File: config.mk
export PLATFORM = sky130hd
export DESIGN_NAME = bldc_commutator
export DESIGN_NICKNAME = d
export VERILOG_FILES = /design/src/rtl/bldc_commutator.sv
export SDC_FILE = /design/constraint.sdc
export NUM_CORES = 1
export LEC_CHECK = 0
export CAP_MARGIN = 0
export CORE_MARGIN = 3
export CORE_UTILIZATION = 39
export DETAILED_ROUTE_END_ITERATION = 10
export GPL_ROUTABILITY_DRIVEN = 0
export HOLD_SLACK_MARGIN = 0.03
export PLACE_DENSITY = 0.66
export SLEW_MARGIN = 20
export SYNTH_ARGS = -nofsm -noshare
export SYNTH_HDL_FRONTEND = slang
export SYNTH_SLANG_ARGS = --single-unit
File: constraint.sdc
create_clock -name clk -period 4.73 [get_ports clk]
set_clock_uncertainty 0.1 [all_clocks]
set_input_delay 0.946 -clock clk [delete_from_list [all_inputs] [get_ports clk]]
set_output_delay 0.946 -clock clk [all_outputs]
set_load 0.01 [all_outputs]
File: src/rtl/bldc_commutator.sv
// BLDC six-step commutator.
// Hall inputs are registered once, decoded into a sector, and used to select
// one high-side leg and one low-side leg. A four-state FSM
// (OFF / DEADTIME / DRIVE / FAULT) guarantees every sector or direction change
// passes through a full dead-time window with all gates low. All six gate
// drives come straight from flops.

module bldc_commutator #(
  parameter int unsigned DEADTIME_CYCLES = 1024
) (
  input  logic       clk,
  input  logic       reset,
  input  logic       enable,
  input  logic       dir,
  input  logic [2:0] hall,
  input  logic       pwm_in,
  input  logic       fault_n,
  input  logic       clear_fault,
  output logic       inha,
  output logic       inla,
  output logic       inhb,
  output logic       inlb,
  output logic       inhc,
  output logic       inlc,
  output logic [2:0] comm_state,
  output logic       step,
  output logic       hall_error,
  output logic       fault_latched
);

  typedef enum logic [1:0] {
    ST_OFF      = 2'd0,
    ST_DEADTIME = 2'd1,
    ST_DRIVE    = 2'd2,
    ST_FAULT    = 2'd3
  } state_t;

  // Leg encoding; LEG_NONE selects nothing so an unknown sector drives no gate.
  localparam logic [1:0] LEG_A    = 2'd0;
  localparam logic [1:0] LEG_B    = 2'd1;
  localparam logic [1:0] LEG_C    = 2'd2;
  localparam logic [1:0] LEG_NONE = 2'd3;

  // The counter runs from DEADTIME_CYCLES-1 down to 0, giving exactly
  // DEADTIME_CYCLES cycles in DEADTIME before DRIVE is entered.
  localparam logic [15:0] DT_LOAD = 16'(DEADTIME_CYCLES - 1);

  // Hall code to {valid, sector}; 000 and 111 are invalid.
  function automatic logic [3:0] decode_hall(input logic [2:0] h);
    logic [3:0] r;
    case (h)
      3'b101:  r = {1'b1, 3'd0};
      3'b100:  r = {1'b1, 3'd1};
      3'b110:  r = {1'b1, 3'd2};
      3'b010:  r = {1'b1, 3'd3};
      3'b011:  r = {1'b1, 3'd4};
      3'b001:  r = {1'b1, 3'd5};
      default: r = {1'b0, 3'd0};
    endcase
    return r;
  endfunction

  // Sector and direction to {high leg, low leg}.
  function automatic logic [3:0] leg_select(input logic [2:0] sector, input logic fwd);
    logic [3:0] r;
    if (fwd) begin
      case (sector)
        3'd0:    r = {LEG_C, LEG_B};
        3'd1:    r = {LEG_A, LEG_B};
        3'd2:    r = {LEG_A, LEG_C};
        3'd3:    r = {LEG_B, LEG_C};
        3'd4:    r = {LEG_B, LEG_A};
        3'd5:    r = {LEG_C, LEG_A};
        default: r = {LEG_NONE, LEG_NONE};
      endcase
    end else begin
      case (sector)
        3'd0:    r = {LEG_B, LEG_C};
        3'd1:    r = {LEG_B, LEG_A};
        3'd2:    r = {LEG_C, LEG_A};
        3'd3:    r = {LEG_C, LEG_B};
        3'd4:    r = {LEG_A, LEG_B};
        3'd5:    r = {LEG_A, LEG_C};
        default: r = {LEG_NONE, LEG_NONE};
      endcase
    end
    return r;
  endfunction

  logic [2:0]  hall_q_r;
  logic        dir_q_r;
  logic [2:0]  comm_state_r;
  logic        step_r;
  logic        hall_error_r;
  logic        fault_latched_r;
  state_t      state_r;
  logic [15:0] cnt_r;
  logic [5:0]  gates_r;   // {inha, inla, inhb, inlb, inhc, inlc}

  logic [3:0]  dec_s;
  logic        hall_valid_s;
  logic [2:0]  hall_sector_s;
  logic        sector_change_s;
  logic        dir_change_s;
  logic        change_s;
  state_t      state_nx_s;
  logic [15:0] cnt_nx_s;
  logic        hall_err_set_s;
  logic [3:0]  legs_s;
  logic [1:0]  hi_leg_s;
  logic [1:0]  lo_leg_s;
  logic [5:0]  gates_nx_s;

  // Decode the registered hall code and flag sector or direction changes.
  always_comb begin
    dec_s           = decode_hall(hall_q_r);
    hall_valid_s    = dec_s[3];
    hall_sector_s   = dec_s[2:0];
    sector_change_s = hall_valid_s && (hall_sector_s != comm_state_r);
    dir_change_s    = (dir != dir_q_r);
    change_s        = sector_change_s || dir_change_s;
  end

  // Input capture, sector tracking, step pulse and sticky hall error.
  always_ff @(posedge clk) begin
    if (reset) begin
      hall_q_r     <= 3'b000;
      dir_q_r      <= 1'b0;
      comm_state_r <= 3'd0;
      step_r       <= 1'b0;
      hall_error_r <= 1'b0;
    end else begin
      hall_q_r <= hall;
      dir_q_r  <= dir;
      if (hall_valid_s) begin
        comm_state_r <= hall_sector_s;
        step_r       <= sector_change_s;
      end else begin
        step_r       <= 1'b0;
      end
      if (hall_err_set_s) begin
        hall_error_r <= 1'b1;
      end else begin
        hall_error_r <= hall_error_r;
      end
    end
  end

  // Next-state and dead-time counter; checks are ordered by priority.
  always_comb begin
    state_nx_s     = state_r;
    cnt_nx_s       = cnt_r;
    hall_err_set_s = 1'b0;
    case (state_r)
      ST_OFF: begin
        if (!fault_n) begin
          state_nx_s = ST_FAULT;
          cnt_nx_s   = 16'd0;
        end else if (enable && hall_valid_s) begin
          state_nx_s = ST_DEADTIME;
          cnt_nx_s   = DT_LOAD;
        end else begin
          state_nx_s = ST_OFF;
        end
      end
      ST_DEADTIME: begin
        if (!fault_n) begin
          state_nx_s = ST_FAULT;
          cnt_nx_s   = 16'd0;
        end else if (!enable) begin
          state_nx_s = ST_OFF;
          cnt_nx_s   = 16'd0;
        end else if (!hall_valid_s) begin
          state_nx_s     = ST_OFF;
          cnt_nx_s       = 16'd0;
          hall_err_set_s = 1'b1;
        end else if (change_s) begin
          cnt_nx_s = DT_LOAD;
        end else if (cnt_r == 16'd0) begin
          state_nx_s = ST_DRIVE;
        end else begin
          cnt_nx_s = cnt_r - 16'd1;
        end
      end
      ST_DRIVE: begin
        if (!fault_n) begin
          state_nx_s = ST_FAULT;
          cnt_nx_s   = 16'd0;
        end else if (!enable) begin
          state_nx_s = ST_OFF;
          cnt_nx_s   = 16'd0;
        end else if (!hall_valid_s) begin
          state_nx_s     = ST_OFF;
          cnt_nx_s       = 16'd0;
          hall_err_set_s = 1'b1;
        end else if (change_s) begin
          state_nx_s = ST_DEADTIME;
          cnt_nx_s   = DT_LOAD;
        end else begin
          state_nx_s = ST_DRIVE;
        end
      end
      ST_FAULT: begin
        if (clear_fault && fault_n) begin
          state_nx_s = ST_OFF;
        end else begin
          state_nx_s = ST_FAULT;
        end
        cnt_nx_s = 16'd0;
      end
      default: begin
        state_nx_s = ST_OFF;
        cnt_nx_s   = 16'd0;
      end
    endcase
  end

  // Next gate pattern: only in DRIVE, high sides gated by pwm_in, and a
  // per-leg interlock so high and low of one leg can never both be set.
  always_comb begin
    legs_s     = leg_select(comm_state_r, dir);
    hi_leg_s   = legs_s[3:2];
    lo_leg_s   = legs_s[1:0];
    gates_nx_s = 6'b000000;
    if (state_nx_s == ST_DRIVE) begin
      gates_nx_s[4] = (lo_leg_s == LEG_A);
      gates_nx_s[2] = (lo_leg_s == LEG_B);
      gates_nx_s[0] = (lo_leg_s == LEG_C);
      gates_nx_s[5] = (hi_leg_s == LEG_A) && pwm_in && !gates_nx_s[4];
      gates_nx_s[3] = (hi_leg_s == LEG_B) && pwm_in && !gates_nx_s[2];
      gates_nx_s[1] = (hi_leg_s == LEG_C) && pwm_in && !gates_nx_s[0];
    end else begin
      gates_nx_s = 6'b000000;
    end
  end

  // FSM state, counter, fault flag and gate drive registers.
  always_ff @(posedge clk) begin
    if (reset) begin
      state_r         <= ST_OFF;
      cnt_r           <= 16'd0;
      fault_latched_r <= 1'b0;
      gates_r         <= 6'b000000;
    end else begin
      state_r         <= state_nx_s;
      cnt_r           <= cnt_nx_s;
      fault_latched_r <= (state_nx_s == ST_FAULT);
      gates_r         <= gates_nx_s;
    end
  end

  assign inha          = gates_r[5];
  assign inla          = gates_r[4];
  assign inhb          = gates_r[3];
  assign inlb          = gates_r[2];
  assign inhc          = gates_r[1];
  assign inlc          = gates_r[0];
  assign comm_state    = comm_state_r;
  assign step          = step_r;
  assign hall_error    = hall_error_r;
  assign fault_latched = fault_latched_r;

endmodule

==> results of run 1 <==
-- cell families (layout without fill, tap and decap cells) --
kind of cell	after synthesis	count (layout)	share of synthesized area (%)
xor+xnor	9	9	3.79
fa+ha+maj	7	7	4.21
buf+inv	21	37	4.21
compound gates	77	77	27.3
flops	34	34	32.8
simple gates	105	105	27.8
-- final cells by class --
type / count / area share, %
multi-input combinational: 198 / 53.3
clock buffer: 6 / 3.36
timing repair buffer: 21 / 8.55
inverter: 8 / 1.22
clock inverter: 2 / 2.44
tap: 67 / 3.41
sequential: 34 / 27.7
-- where the power goes --
group          leakage (nW)  switching [W]  internal [W]
Clock                0.0714       0.000111      0.000225
Sequential            0.279      0.0000478      0.000329
Combinational         0.597       0.000251      0.000169
-- worst register-to-register path: stages, from the launching register on --
cell	delay [ns]
dfxtp_1	0.62
or3b_1	0.39
a211o_1	0.33
a31oi_4	0.47
a32oi_2	0.34
nor2_2	0.42
o2bb2ai_1	0.17
-- cells in the mapped netlist (2+ instances only) --
master | number | share of area, %
and4_1 | 3 | 1.3
inv_1 | 8 | 1.4
xor2_1 | 7 | 3.0
a41o_1 | 2 | 0.96
clkbuf_1 | 9 | 1.6
o22ai_1 | 3 | 0.90
and4b_1 | 2 | 0.96
or4_1 | 2 | 0.72
nor2b_1 | 5 | 1.5
a22o_1 | 2 | 0.84
nor2_1 | 32 | 5.8
and3_2 | 2 | 0.72
xnor2_1 | 2 | 0.84
a31oi_1 | 4 | 1.2
a21oi_1 | 24 | 5.8
a32o_1 | 2 | 0.96
nor4_2 | 3 | 1.8
dfxtp_1 | 34 | 33
buf_1 | 2 | 0.36
o21ai_0 | 10 | 2.4
or3_1 | 2 | 0.60
nand2b_1 | 3 | 0.90
a21o_1 | 4 | 1.4
o311ai_0 | 2 | 0.84
nand3_1 | 7 | 1.7
nand2_1 | 22 | 4.0
nor3_1 | 5 | 1.2
nand3b_1 | 2 | 0.72
and2_1 | 2 | 0.60
o2bb2ai_1 | 10 | 4.2
ha_1 | 7 | 4.2
-- through the flow --
stage / setup WS (ns) / cells / power [W]
floorplan: 1.91 / 253 / 0.000698
global placement: 1.31 / 328 / 0.000801
detailed placement: 1.23 / 328 / 0.000801
CTS: 1.54 / 336 / 0.00114
global route: 1.34 / 336 / 0.00123
finish: 1.51 / 336 / 0.00113
-- worst max-delay path by stage --
| stage | slack (ns) | startpoint | cells after the start | to |
|---|---|---|---|---|
| 2_1_floorplan | 1.91 | fault_n | 8 | cnt_r[14] |
| 3_3_place_gp | 1.31 | fault_n | 7 | cnt_r[14] |
| 3_5_place_dp | 1.23 | fault_n | 7 | cnt_r[14] |
| 4_1_cts | 1.54 | fault_n | 7 | cnt_r[14] |
| 5_1_grt | 1.34 | fault_n | 7 | cnt_r[14] |
| 6_report | 1.51 | fault_n | 7 | cnt_r[14] |
-- registers in the layout (all words and copies together), names as in the netlist --
name / count
dir_q_r: 1
state_r: 2
step: 1
hall_q_r: 3
fault_latched: 1
cnt_r: 16
hall_error: 1
gates_r: 6
comm_state: 3
-- routing by layer --
metal,up-vias,wire [um]
met1,840,2200
met4,0,46
met5,-,0
met2,43,2030
li1,955,-
met3,4,233
==> results.ini, run 1 <==
[detailed_routing]
vias = 1842
drt-pass1-iter-count = 4
drtAntennaViolNets = 0
wl_um = 4510
drcViolationCount = 0
dr.first_iter.drc_count = 180
post_drt_wl_per_cell_um = 13.4
drt-vias-per-instance = 5.48

[power_and_ir_drop]
ir_drop_mv = 0.166
leakagePower_nw = 0.947
power_density_nw_per_um2 = 461

[timing]
period_minus_slack_ns = 3.22
fin_crit_sh_pct = 68.2
tns_ns = 0
timing.hold.ws_ns = 0.387
finalSetupViolCount = 0
rsz0062_at_grt = false
drv_slew = 0
hold_viol = 0
worstMarginPinSlew_ns = 0.786
max_freq_ghz = 0.310
slew_headroom_pct = 47.4

[hold_path]
hp-class = register to register
hold_start = cnt_r[9]
hold_end = cnt_r[9]
hold_path_depth = 1

[clock_tree]
cts-buffers-inserted = 5
htreeDepth = 2
clock_latency_ns = 0.29
clk_pin_slew_worst_paths_ns = 0.07
tritoncts = yes
post_cts_resized = 0
cts_buffer_depth = 2
cts_hold_buffers = 0
clock_sinks = 34
cts_root_buf = clkbuf_8
cts_setup_buffers = 0

[critical_path]
r2r-end = cnt_r[0]
rr_worst_depth = 6
path_cells = clkdlybuf4s50_1 > nand2_1 > or4b_1 > nor2_1 > nand2_1 > nor4_2 > a31o_2
cpLargestDelayFamily = simple AND/OR/NAND/NOR gates
end_kind = register
start_kind = primary input
reg2reg_slack_ns = 1.81
rr_startpoint = comm_state[0]
path_max_fanout = 10
required_ns = 4.87
cpMostUsedCell = nand2_1
setup.worst_path.class = primary input to register
arrival_ns = 3.36
crit_buf_inv = 1
cpMaxStageDelayCell = or4b_1
max_stage_delay_ns = 0.67

[synth]
syn_avg_cell_area_um2 = 8.21
synth-seq-area-share_pct = 32.8
synth_cells = 253
async_reset_ff_share_pct = 0
syn_nets = 270
synth_seq_cells = 34
syn_area_um2 = 2080
synth_edf_count = 0
yosysWarnings = 0
synth_cell_type_count = 60
dominantRegCellSynth = dfxtp_1

[global_route]
met1_usage_pct = 22.1
grtUsageMet3_pct = 3.85
top_usage_layer = met2
grt_pass1_wl_um = 8210
grtUsageTotal_pct = 16.3
gr-usage-met2_pct = 25.7
grt_pass1_vias = 1721
grt_max_degree = 21
antenna_found_initial = 0
overflow = 0

[layout]
multiInputGateArea_um2 = 1310
fillerInstances = 507
drive_gt1_share_pct = 8.18
diodes = 0
final_cell_area_um2 = 2460
synthToLayoutAreaGrowth_pct = 18.2
ff_latch_area_um2 = 681
fin_util_pct = 49.7
final_cell_mix = 34 x dfxtp_1, 32 x nor2_1, 24 x a21oi_1, 22 x nand2_1, 21 x clkdlybuf4s50_1
nets = 285
final_common_cell = dfxtp_1

[floorplanning]
initial_core_util_pct = 42.1
die_w_um = 79
ios = 22
coreArea_um2 = 4940
rows = 25
fp.dieH_um = 79
design.die.area_um2 = 6240

[placed_design]
placed_area_um2 = 2310
placement.io_buffers = 21
dpl.hpwl_um = 3200

[flow_run]
maxCapViolations = 0

[run_status]
outcome = finished clean

No activity file was read; power rests on OpenSTA's default activity.
==> inputs of run 2 (changes only) <==
==> constraint.sdc (replaced) <==
create_clock -name clk -period 3.1 [get_ports clk]
set_clock_uncertainty 0.1 [all_clocks]
set_input_delay 0.62 -clock clk [delete_from_list [all_inputs] [get_ports clk]]
set_output_delay 0.62 -clock clk [all_outputs]
set_load 0.01 [all_outputs]
==> run 2 against run 1 <==
Against the previous run: wire length grew 5.1%; register-to-register slack lost 1.4 ns; clock power shrank 5%; via count grew 2.9%; sequential share of layout area shrank 0.084 points; cell area grew 0.31%; worst hold slack lost 0.011 ns.
==> results.ini, run 2 (synthesized netlist as in run 1, its figures left out) <==
[clock_tree]
htreeDepth = 2
cts_setup_buffers = 0
cts-buffers-inserted = 5
cts_buffer_depth = 2
cts_root_buf = clkbuf_8
tritoncts = yes
post_cts_resized = 0
clk_pin_slew_worst_paths_ns = 0.07
clock_sinks = 34
clock_latency_ns = 0.28
cts_hold_buffers = 0

[floorplanning]
initial_core_util_pct = 42.1
fp.dieH_um = 79
die_w_um = 79
ios = 22
design.die.area_um2 = 6240
rows = 25
coreArea_um2 = 4940

[placed_design]
dpl.hpwl_um = 3330
placement.io_buffers = 21

[timing]
slew_headroom_pct = 61.6
worstMarginPinSlew_ns = 0.572
drv_slew = 0
timing.hold.ws_ns = 0.376
rsz0062_at_grt = false
period_minus_slack_ns = 2.66
fin_crit_sh_pct = 85.8
hold_viol = 0
finalSetupViolCount = 0
tns_ns = 0
max_freq_ghz = 0.376

[critical_path]
r2r-end = cnt_r[10]
crit_path_end = cnt_r[10]
rr_worst_depth = 6
end_kind = register
setup.worst_path.class = register to register
reg2reg_slack_ns = 0.44
path_max_fanout = 16
arrival_ns = 2.73
rr_startpoint = comm_state[0]
required_ns = 3.17
start_kind = register
crit_path_start = comm_state[0]

[global_route]
grt_pass1_wl_um = 8250
antenna_found_initial = 0
grt_pass1_vias = 1759
grtUsageTotal_pct = 16.3
grt_max_degree = 19
overflow = 0

[hold_path]
hp-class = register to register
hold_start = cnt_r[15]

[power_and_ir_drop]
ir_drop_mv = 0.322
leakagePower_nw = 0.962
power_density_nw_per_um2 = 637

[layout]
largest_register_ffs = 16
synthToLayoutAreaGrowth_pct = 18.6
fillerInstances = 506
nets = 294
final_common_cell = dfxtp_1
diodes = 0
top_regs = cnt_r: 16 flops, gates_r: 6 flops
regMostFlops = cnt_r
drive_gt1_share_pct = 10.5
final_cell_mix = 34 x dfxtp_1, 32 x nor2_1, 24 x a21oi_1, 22 x nand2_1, 21 x clkdlybuf4s50_1

[detailed_routing]
drcViolationCount = 0
vias = 1896
drt-pass1-iter-count = 4
dr.first_iter.drc_count = 181
drt-vias-per-instance = 5.53
wl_um = 4740
drtAntennaViolNets = 0
post_drt_wl_per_cell_um = 13.8

[flow_run]
maxCapViolations = 0

[run_status]
outcome = finished clean

## run 2: cell types whose count changed in the layout (fill, tap and decap cells not counted), sizes merged
cell	change
buf	+9
bufinv	-2
## run 2: worst max-delay path, cell delays in order (launching register included)
cell and delay, ns:
dfxtp_1 0.63, and4b_1 0.28, o41ai_4 0.43, a31oi_4 0.16, a32oi_2 0.49, o21ai_0 0.17, a32o_1 0.28
## run 2: how the worst min path moves through the flow
stage	endpoint	cells past startpoint	slack (ns)
after floorplan	cnt_r[15]	1	0.33
after global placement	cnt_r[15]	1	0.35
after detailed placement	cnt_r[15]	1	0.36
after CTS	cnt_r[15]	1	0.37
after global routing	cnt_r[9]	1	0.42
final	cnt_r[15]	1	0.38
## run 2: power breakdown
group	internal [W]	switching, W	leakage, nW
combinational	0.000279	0.000397	0.640
sequential	0.000503	0.0000736	0.279
clock	0.000171	0.000147	0.0431
## run 2: layout make-up
class	instances	area, um^2	area share, %
Inverter	8	30.0	1.22
Tap cell	67	83.8	3.40
Timing Repair Buffer	30	278	11.3
Multi-Input combinational cell	198	1310	53.1
Sequential cell	34	681	27.6
Clock buffer	6	82.6	3.35
## run 2: per-stage QoR
step	setup slack [ns]	instance area (um^2)	total power, W	util (%)	std cells
2_1_floorplan	0.602	2080	0.00106	-	253
3_3_place_gp	0.351	2380	0.00125	48.2	337
3_5_place_dp	0.286	2380	0.00125	48.2	337
4_1_cts	0.490	2460	0.00158	49.9	343
5_1_grt	0.291	2460	0.00170	49.9	343
6_report	0.439	2460	0.00157	49.9	343
## run 2: metal layers
layer  up-vias  share of wire [%]  global-route usage, %
li1        980                  -                      -
met3         2                4.3                   4.08
met2        43                 44                   24.3
met5         -                  0                      0
met4         0               0.59                   6.01
met1       871                 51                   22.7
==> inputs of run 3 (changes only) <==
--- a/config.mk
+++ b/config.mk
@@ -6,7 +6,7 @@
 export NUM_CORES = 1
 export LEC_CHECK = 0
 export CAP_MARGIN = 0
-export CORE_MARGIN = 3
+export CORE_MARGIN = 10
 export CORE_UTILIZATION = 39
 export DETAILED_ROUTE_END_ITERATION = 10
 export GPL_ROUTABILITY_DRIVEN = 0
==> run 3 against run 2 <==
Against the previous run: count of clock-buffer cells in the layout grew 1; combinational power grew 3.0%; register-to-register slack lost 0.02 ns; setup slack lost 0.016 ns; worst hold slack gained 0.014 ns; sequential power is essentially flat; global-route usage shrank 4.2 points; critical path depth is the same; critical path type unchanged; highest routed layer unchanged.
==> results.ini, run 3 (synthesized netlist as in run 1, its figures left out) <==
[detailed_routing]
drt-vias-per-instance = 5.60
wl_met2_um = 2230
routed.top_layer = met4
vias = 1954
drcViolationCount = 0
post_drt_wl_per_cell_um = 14.1
drtAntennaViolNets = 0
drt-pass1-iter-count = 4
wl_um = 4940
met1_length_um = 2370
wl_met3_um = 238
dr.first_iter.drc_count = 114

[critical_path]
start_kind = register
rr_startpoint = comm_state[0]
crit_path_start = comm_state[0]
end_kind = register
path_max_fanout = 16
arrival_ns = 2.76
required_ns = 3.19
setup.worst_path.class = register to register

[global_route]
grtUsageTotal_pct = 12.1
antenna_found_initial = 0
overflow = 0
grt_pass1_vias = 1897
grt_max_degree = 19
grt_pass1_wl_um = 8820

[hold_path]
hold_start = hall_error
hp-class = register to register

[placed_design]
placed_area_um2 = 2400
placement.io_buffers = 21
dp_cells = 342
dpl.hpwl_um = 3540

[timing]
tns_ns = 0
period_minus_slack_ns = 2.68
slew_headroom_pct = 65.0
fin_crit_sh_pct = 86.4
worstMarginPinSlew_ns = 0.524
finalSetupViolCount = 0
rsz0062_at_grt = false
hold_viol = 0
max_freq_ghz = 0.374
drv_slew = 0

[layout]
final_cell_mix = 34 x dfxtp_1, 32 x nor2_1, 24 x a21oi_1, 22 x nand2_1, 21 x clkdlybuf4s50_1
drive_gt1_share_pct = 10.8
fin_util_pct = 48.2
multiInputGateArea_um2 = 1310
top_regs = cnt_r: 16 flops, gates_r: 6 flops
fillerInstances = 531
stdcell_count = 349
nets = 296
ff_latch_area_um2 = 681
diodes = 0
regMostFlops = cnt_r
synthToLayoutAreaGrowth_pct = 19.2
final_common_cell = dfxtp_1
final_cell_area_um2 = 2480
largest_register_ffs = 16

[power_and_ir_drop]
power_density_nw_per_um2 = 640
power.total_w = 0.00159
ir_drop_mv = 0.224
leakagePower_nw = 0.967

[clock_tree]
clk_pin_slew_worst_paths_ns = 0.07
post_cts_resized = 0
clock_latency_ns = 0.29
cts_setup_buffers = 0
cts_buffer_depth = 2
cts_hold_buffers = 0
htreeDepth = 2
clock_sinks = 34
tritoncts = yes
cts_root_buf = clkbuf_8
cts-buffers-inserted = 5

[floorplanning]
die_w_um = 93
rows = 26
ios = 22
coreArea_um2 = 5140
fp.dieH_um = 93
design.die.area_um2 = 8650
initial_core_util_pct = 40.4

[run_status]
outcome = finished clean

[flow_run]
maxCapViolations = 0

## run 3: report_power, final
part	switching, W	internal [W]	total [W]
logic	0.000405	0.000291	0.000696
registers	0.0000735	0.000502	0.000576
clock network	0.000160	0.000155	0.000314
total	0.000638	0.000948	0.00159
## run 3: critical path, cell delays in order, from the launching register on
cell	delay, ns
dfxtp_1	0.61
and4b_1	0.28
o41ai_4	0.44
a31oi_4	0.17
a32oi_2	0.50
o21ai_0	0.17
a32o_1	0.28
## run 3: layout make-up
class / count / share of cell area [%]
Clock buffer: 7 / 3.08
Inverter: 8 / 1.21
Tap cell: 70 / 3.54
Multi-Input combinational cell: 198 / 52.9
Timing Repair Buffer: 32 / 11.8
Sequential cell: 34 / 27.5
## run 3: routing by layer
layer / GRT usage, % / up-vias
li1: - / 984
met1: 15.3 / 913
met2: 19.0 / 45
met3: 2.88 / 12
met4: 5.27 / 0
met5: 0 / -
## run 3: worst paths after layout
kind                              endpoint  slack [ns]  cells after the start
worst max register to register   cnt_r[10]        0.42                      6
worst max-delay path             cnt_r[10]        0.42                      6
worst min register to register  hall_error        0.39                      2
worst min-delay path            hall_error        0.39                      2
## run 3: per-stage QoR
step,hold WS [ns],setup WS [ns]
CTS,0.389,0.448
floorplan,0.334,0.602
finish,0.390,0.423
global route,0.417,0.259
detailed placement,0.372,0.256
global placement,0.349,0.339
==> RTL change 1: new RTL, flow settings as in run 3 <==
The output `fault_latched` loses its register stage (`fault_latched_r` becomes a continuous assignment).
--- a/src/rtl/bldc_commutator.sv
+++ b/src/rtl/bldc_commutator.sv
@@ -239,15 +239,15 @@
     if (reset) begin
       state_r         <= ST_OFF;
       cnt_r           <= 16'd0;
-      fault_latched_r <= 1'b0;
       gates_r         <= 6'b000000;
     end else begin
       state_r         <= state_nx_s;
       cnt_r           <= cnt_nx_s;
-      fault_latched_r <= (state_nx_s == ST_FAULT);
       gates_r         <= gates_nx_s;
     end
   end
+
+  assign fault_latched_r = (state_nx_s == ST_FAULT);
 
   assign inha          = gates_r[5];
   assign inla          = gates_r[4];
Behaviour: not the same (a bounded check fails within 4 cycles, from zero or initial values and one cycle with reset high).
==> RTL change 1 against run 3 <==
  * Critical endpoint is now fault_latched
  * Final area is 8.6% higher
  * Power grew 3.7%
  * Setup slack lost 0.27 ns
  * Wire length is 9.8% higher
  * Count of clock-buffer cells in the layout unchanged
  * Synthesized area grew 1.6%
  * Combinational power up 11%
  * First-iteration DRC count rose by 5.3%
  * Sequential cell count decreased by 1
==> RTL change 1: results <==
set metrics [dict create \
    via_count 2093 \
    yosysSeqAreaShare_pct 31.3 \
    leakage_nw 1.01 \
    grt_pass1_wl_mm 9.33 \
    whs_ns 0.417 \
    drt_iter0_markers 120 \
    worstReg2RegEnd "cnt_r[15]$_SDFFE_PP0P_" \
    num-fill-cells 496 \
    whs_path_depth 2 \
    drt_wl_total_mm 5.42 \
    grt_usage_pct 12.8 \
    min_to "cnt_r[15]$_SDFFE_PP0P_" \
    worst_pin_slew_ns 0.652 \
    muxShareOfSynthArea_pct 0 \
    r2r-start "hall_q_r[0]$_SDFF_PP0_" \
    grt_max_degree 15 \
    dpl_cell_area_um2 2590 \
    die_area_um2 8750 \
    hold_start "cnt_r[15]$_SDFFE_PP0P_" \
    drive_gt1_share_pct 19.7 \
    crit_arrival_ns 2.23 \
    grt_pass1_vias 1931 \
    synth_nets 280 \
    reg.largest.list "cnt_r x16, gates_r x6" \
    synth_xor_area_share_pct 2.90 \
    synth.distinct_cells 57 \
    worstPathMaxFanout 6 \
    synth_compound_area_share_pct 25.5 \
    pre_cts_ws_ns -0.163 \
    synth_fa_ha_area_share_pct 4.15 \
    worst-r2r-setup-slack_ns 0.40 \
    num-nets-final 327 \
    dp.final_hpwl_mm 4.13 \
    clk_latency_ns 0.29 \
    vdd_drop_max_mv 0.327 \
    ys_top_cells_by_area "dfxtp_1 (31%), a21oi_1 (6.2%), ha_1 (4.1%)" \
    r2r_cells 10 \
    synth_commonest_cells "dfxtp_1 (33), a21oi_1 (26), nor2_1 (23)" \
    status "finished clean" \
    port-buffer-count 21 \
]
## RTL change 1: critical path: stages, from the launching register on
cell and delay [ns]:
dfxtp_1 0.36, buf_4 0.18, and3_4 0.17, or2_1 0.24, o31a_2 0.37, o221a_2 0.30, nor2_1 0.07, and2_1 0.12
clkbuf_2 0.13
## RTL change 1: layer usage
layer | track usage (%) | vias up | part of all wire, %
li1 | - | 1076 | -
met1 | 17.4 | 959 | 49
met2 | 19.6 | 52 | 45
met3 | 2.88 | 6 | 4.8
met4 | 4.05 | 0 | 1.2
met5 | 0 | - | 0
## RTL change 1: worst max path at each step
| stage | endpoint | cells after the start | startpoint | slack (ns) |
|---|---|---|---|---|
| after floorplan | fault_latched | 5 | comm_state[1]$_SDFFE_PP0N_ | 0.55 |
| after global placement | fault_latched | 8 | enable | -0.14 |
| after detailed placement | fault_latched | 8 | enable | -0.16 |
| after CTS | fault_latched | 7 | hall_q_r[0]$_SDFF_PP0_ | 0.02 |
| after global routing | fault_latched | 7 | hall_q_r[0]$_SDFF_PP0_ | 0.03 |
| final | fault_latched | 8 | hall_q_r[0]$_SDFF_PP0_ | 0.15 |
## RTL change 1: logic make-up after synthesis
logic type               after synthesis
flip-flops                            33
adder cells (fa/ha/maj)                7
buffers and inverters                 27
AND/OR/NAND/NOR                      108
AO/OA/AOI/OAI                         81
XOR/XNOR                               7
## RTL change 1: area by class of cell
| cell class | instances | area share (%) |
|---|---|---|
| flip-flops and latches | 33 | 24.7 |
| repair buffers | 57 | 17.7 |
| multi-input cells | 203 | 49.8 |
| well taps | 70 | 3.25 |
| clock buffers | 7 | 3.21 |
| inverters | 10 | 1.39 |
## RTL change 1: power breakdown
part / internal [mW] / switching (mW)
registers: 0.483 / 0.0579
logic: 0.351 / 0.425
clock network: 0.176 / 0.152
## RTL change 1: metrics by stage
stage	util [%]	cells
after floorplan	-	263
after global placement	50.0	373
after detailed placement	50.0	373
after CTS	51.9	380
after global routing	52.0	380
final	52.0	380
## RTL change 1: what timing repair did
| action | CTS | global route |
|---|---|---|
| gates resized for setup | 4 | 5 |
| pin swaps | 0 | 2 |
| endpoints found under the setup margin | 1 | 1 |
==> RTL change 2: new RTL, flow settings as in run 3 <==
Made on the original files. Change the parameter `DEADTIME_CYCLES` from 1024 to 512.
--- a/src/rtl/bldc_commutator.sv
+++ b/src/rtl/bldc_commutator.sv
@@ -6,7 +6,7 @@
 // drives come straight from flops.
 
 module bldc_commutator #(
-  parameter int unsigned DEADTIME_CYCLES = 1024
+  parameter int unsigned DEADTIME_CYCLES = 512
 ) (
   input  logic       clk,
   input  logic       reset,
Check against the original RTL: same outputs for any inputs over 10 cycles, from zero or initial values and one cycle with reset high; that may be too few to reach the edited logic, so the function may still have changed.
==> RTL change 2 against run 3 <==
  * Synthesized cell count is 9.9% higher
  * Sequential cell count unchanged
  * Utilization is 0.12 points higher
  * Setup slack improved by 0.026 ns
  * Largest power group unchanged
  * Synthesized area rose by 3.3%
  * Power is 9.4% lower
  * Count of clock-buffer cells in the layout unchanged
  * Wire length is the same
  * Final area rose by 1.5%
  * Global-route usage hardly changed
==> RTL change 2: results <==
set metrics [dict create \
    clk_latency_ns 0.29 \
    drive_gt1_share_pct 9.12 \
    critical-path-top-delay-family "simple AND/OR/NAND/NOR gates" \
    vdd_drop_max_mv 0.312 \
    first_pass_iters 5 \
    drt_iter0_markers 171 \
    avgViaCountPerCell 5.54 \
    synth_nets 295 \
    hold_start "hall_error$_SDFFE_PP0P_" \
    cp-startpoint "comm_state[0]$_SDFFE_PP0N_" \
    wire_per_inst_um 13.5 \
    worst-r2r-setup-slack_ns 0.45 \
    use_met2_pct 18.0 \
    grt_overflow_total 0 \
    diodes 0 \
    cts_resized 0 \
    yosysSeqAreaShare_pct 31.7 \
    worstReg2RegEnd "cnt_r[4]$_SDFFE_PP0P_" \
    leakage_nw 0.911 \
    grt_max_degree 19 \
    num-nets-final 312 \
    grt_usage_pct 12.1 \
    r2r_cells 6 \
    clk_pin_slew_ns 0.07 \
    ys_top_cells_by_area "dfxtp_1 (32%), nor2_1 (5.9%), a21oi_1 (4.7%)" \
    whs_path_depth 2 \
    crit_arrival_ns 2.69 \
    port-buffer-count 21 \
    async_flop_share_pct 0 \
    worstPathMaxFanout 15 \
    synth_commonest_cells "dfxtp_1 (34), nor2_1 (34), a21oi_1 (20)" \
    slowest_stage "dfxtp_1" \
    cts.path.max_buffers 2 \
    root_buffer "clkbuf_8" \
    critical_path.max_stage_delay_ns 0.58 \
    synth.distinct_cells 55 \
    worst_pin_slew_ns 0.539 \
    min_to "hall_error$_SDFFE_PP0P_" \
    whs_ns 0.383 \
    cts_setup_buffers 0 \
    grt_pass1_wl_mm 8.94 \
    use_met1_pct 16.2 \
    yosysWarnings 0 \
    grt_pass1_vias 1872 \
    cts_buffers 5 \
    status "finished clean" \
    dp.final_hpwl_mm 3.70 \
    h-tree-depth 2 \
    dpl_cell_area_um2 2420 \
    grtUsageMet3_pct 2.80 \
    hold_class "reg2reg" \
    reg.largest.list "cnt_r x16, gates_r x6" \
    antenna_found_initial 0 \
]
RTL change 2: changes by cell type after synthesis, sizes merged, moves of 5 or more:
cell	change
o2bb2ai	-10
nor3	+9
a211oi	+8
inv	+7
nand2	-7
nand4	+5
o21bai	+5
RTL change 2: layer usage:
| layer | routed length, um | up-vias | share of wire [%] |
|---|---|---|---|
| met1 | 2510 | 931 | 51 |
| met3 | 248 | 7 | 5.0 |
| met2 | 2100 | 48 | 43 |
| met5 | 0 | - | 0 |
| li1 | - | 1043 | - |
| met4 | 79 | 0 | 1.6 |
RTL change 2: kinds of logic after synthesis:
| family | count (synthesis) | synth area share [%] |
|---|---|---|
| xor+xnor | 9 | 3.67 |
| buf+inv | 34 | 6.36 |
| compound gates | 81 | 25.0 |
| flops | 34 | 31.7 |
| fa+ha+maj | 7 | 4.08 |
| simple gates | 113 | 29.2 |
RTL change 2: where the power goes:
group	total, mW	switching [mW]	internal (mW)
clock	0.337	0.158	0.179
combinational	0.557	0.313	0.244
sequential	0.543	0.0578	0.486
total	1.44	0.529	0.909
RTL change 2: worst max path at each step:
stage	endpoint	cells past startpoint	slack, ns
floorplan	cnt_r[3]$_SDFFE_PP0P_	7	0.77
global placement	cnt_r[7]$_SDFFE_PP0P_	8	0.40
detailed placement	cnt_r[7]$_SDFFE_PP0P_	8	0.31
CTS	cnt_r[4]$_SDFFE_PP0P_	6	0.43
global route	cnt_r[4]$_SDFFE_PP0P_	6	0.16
finish	cnt_r[4]$_SDFFE_PP0P_	6	0.45
RTL change 2: area by class of cell:
type                            instances  area (um2)
Clock buffer                            7        86.3
Clock inverter                          1        5.00
Fill cell                             519        2690
Inverter                               15        56.3
Multi-Input combinational cell        210        1330
Sequential cell                        34         681
Tap cell                               70        87.6
Timing Repair Buffer                   29         270
RTL change 2: per-stage QoR:
stage	setup WS, ns	power, mW	instances
4_1_cts	0.428	1.45	366
2_1_floorplan	0.774	0.969	278
5_1_grt	0.159	1.55	366
3_5_place_dp	0.313	1.10	358
3_3_place_gp	0.396	1.10	358
6_report	0.449	1.44	366
RTL change 2: tightest hold or removal path, cell delays in order (launching register included):
cell and delay, ns:
dfxtp_1 0.33, a41oi_1 0.04, nor2_1 0.08
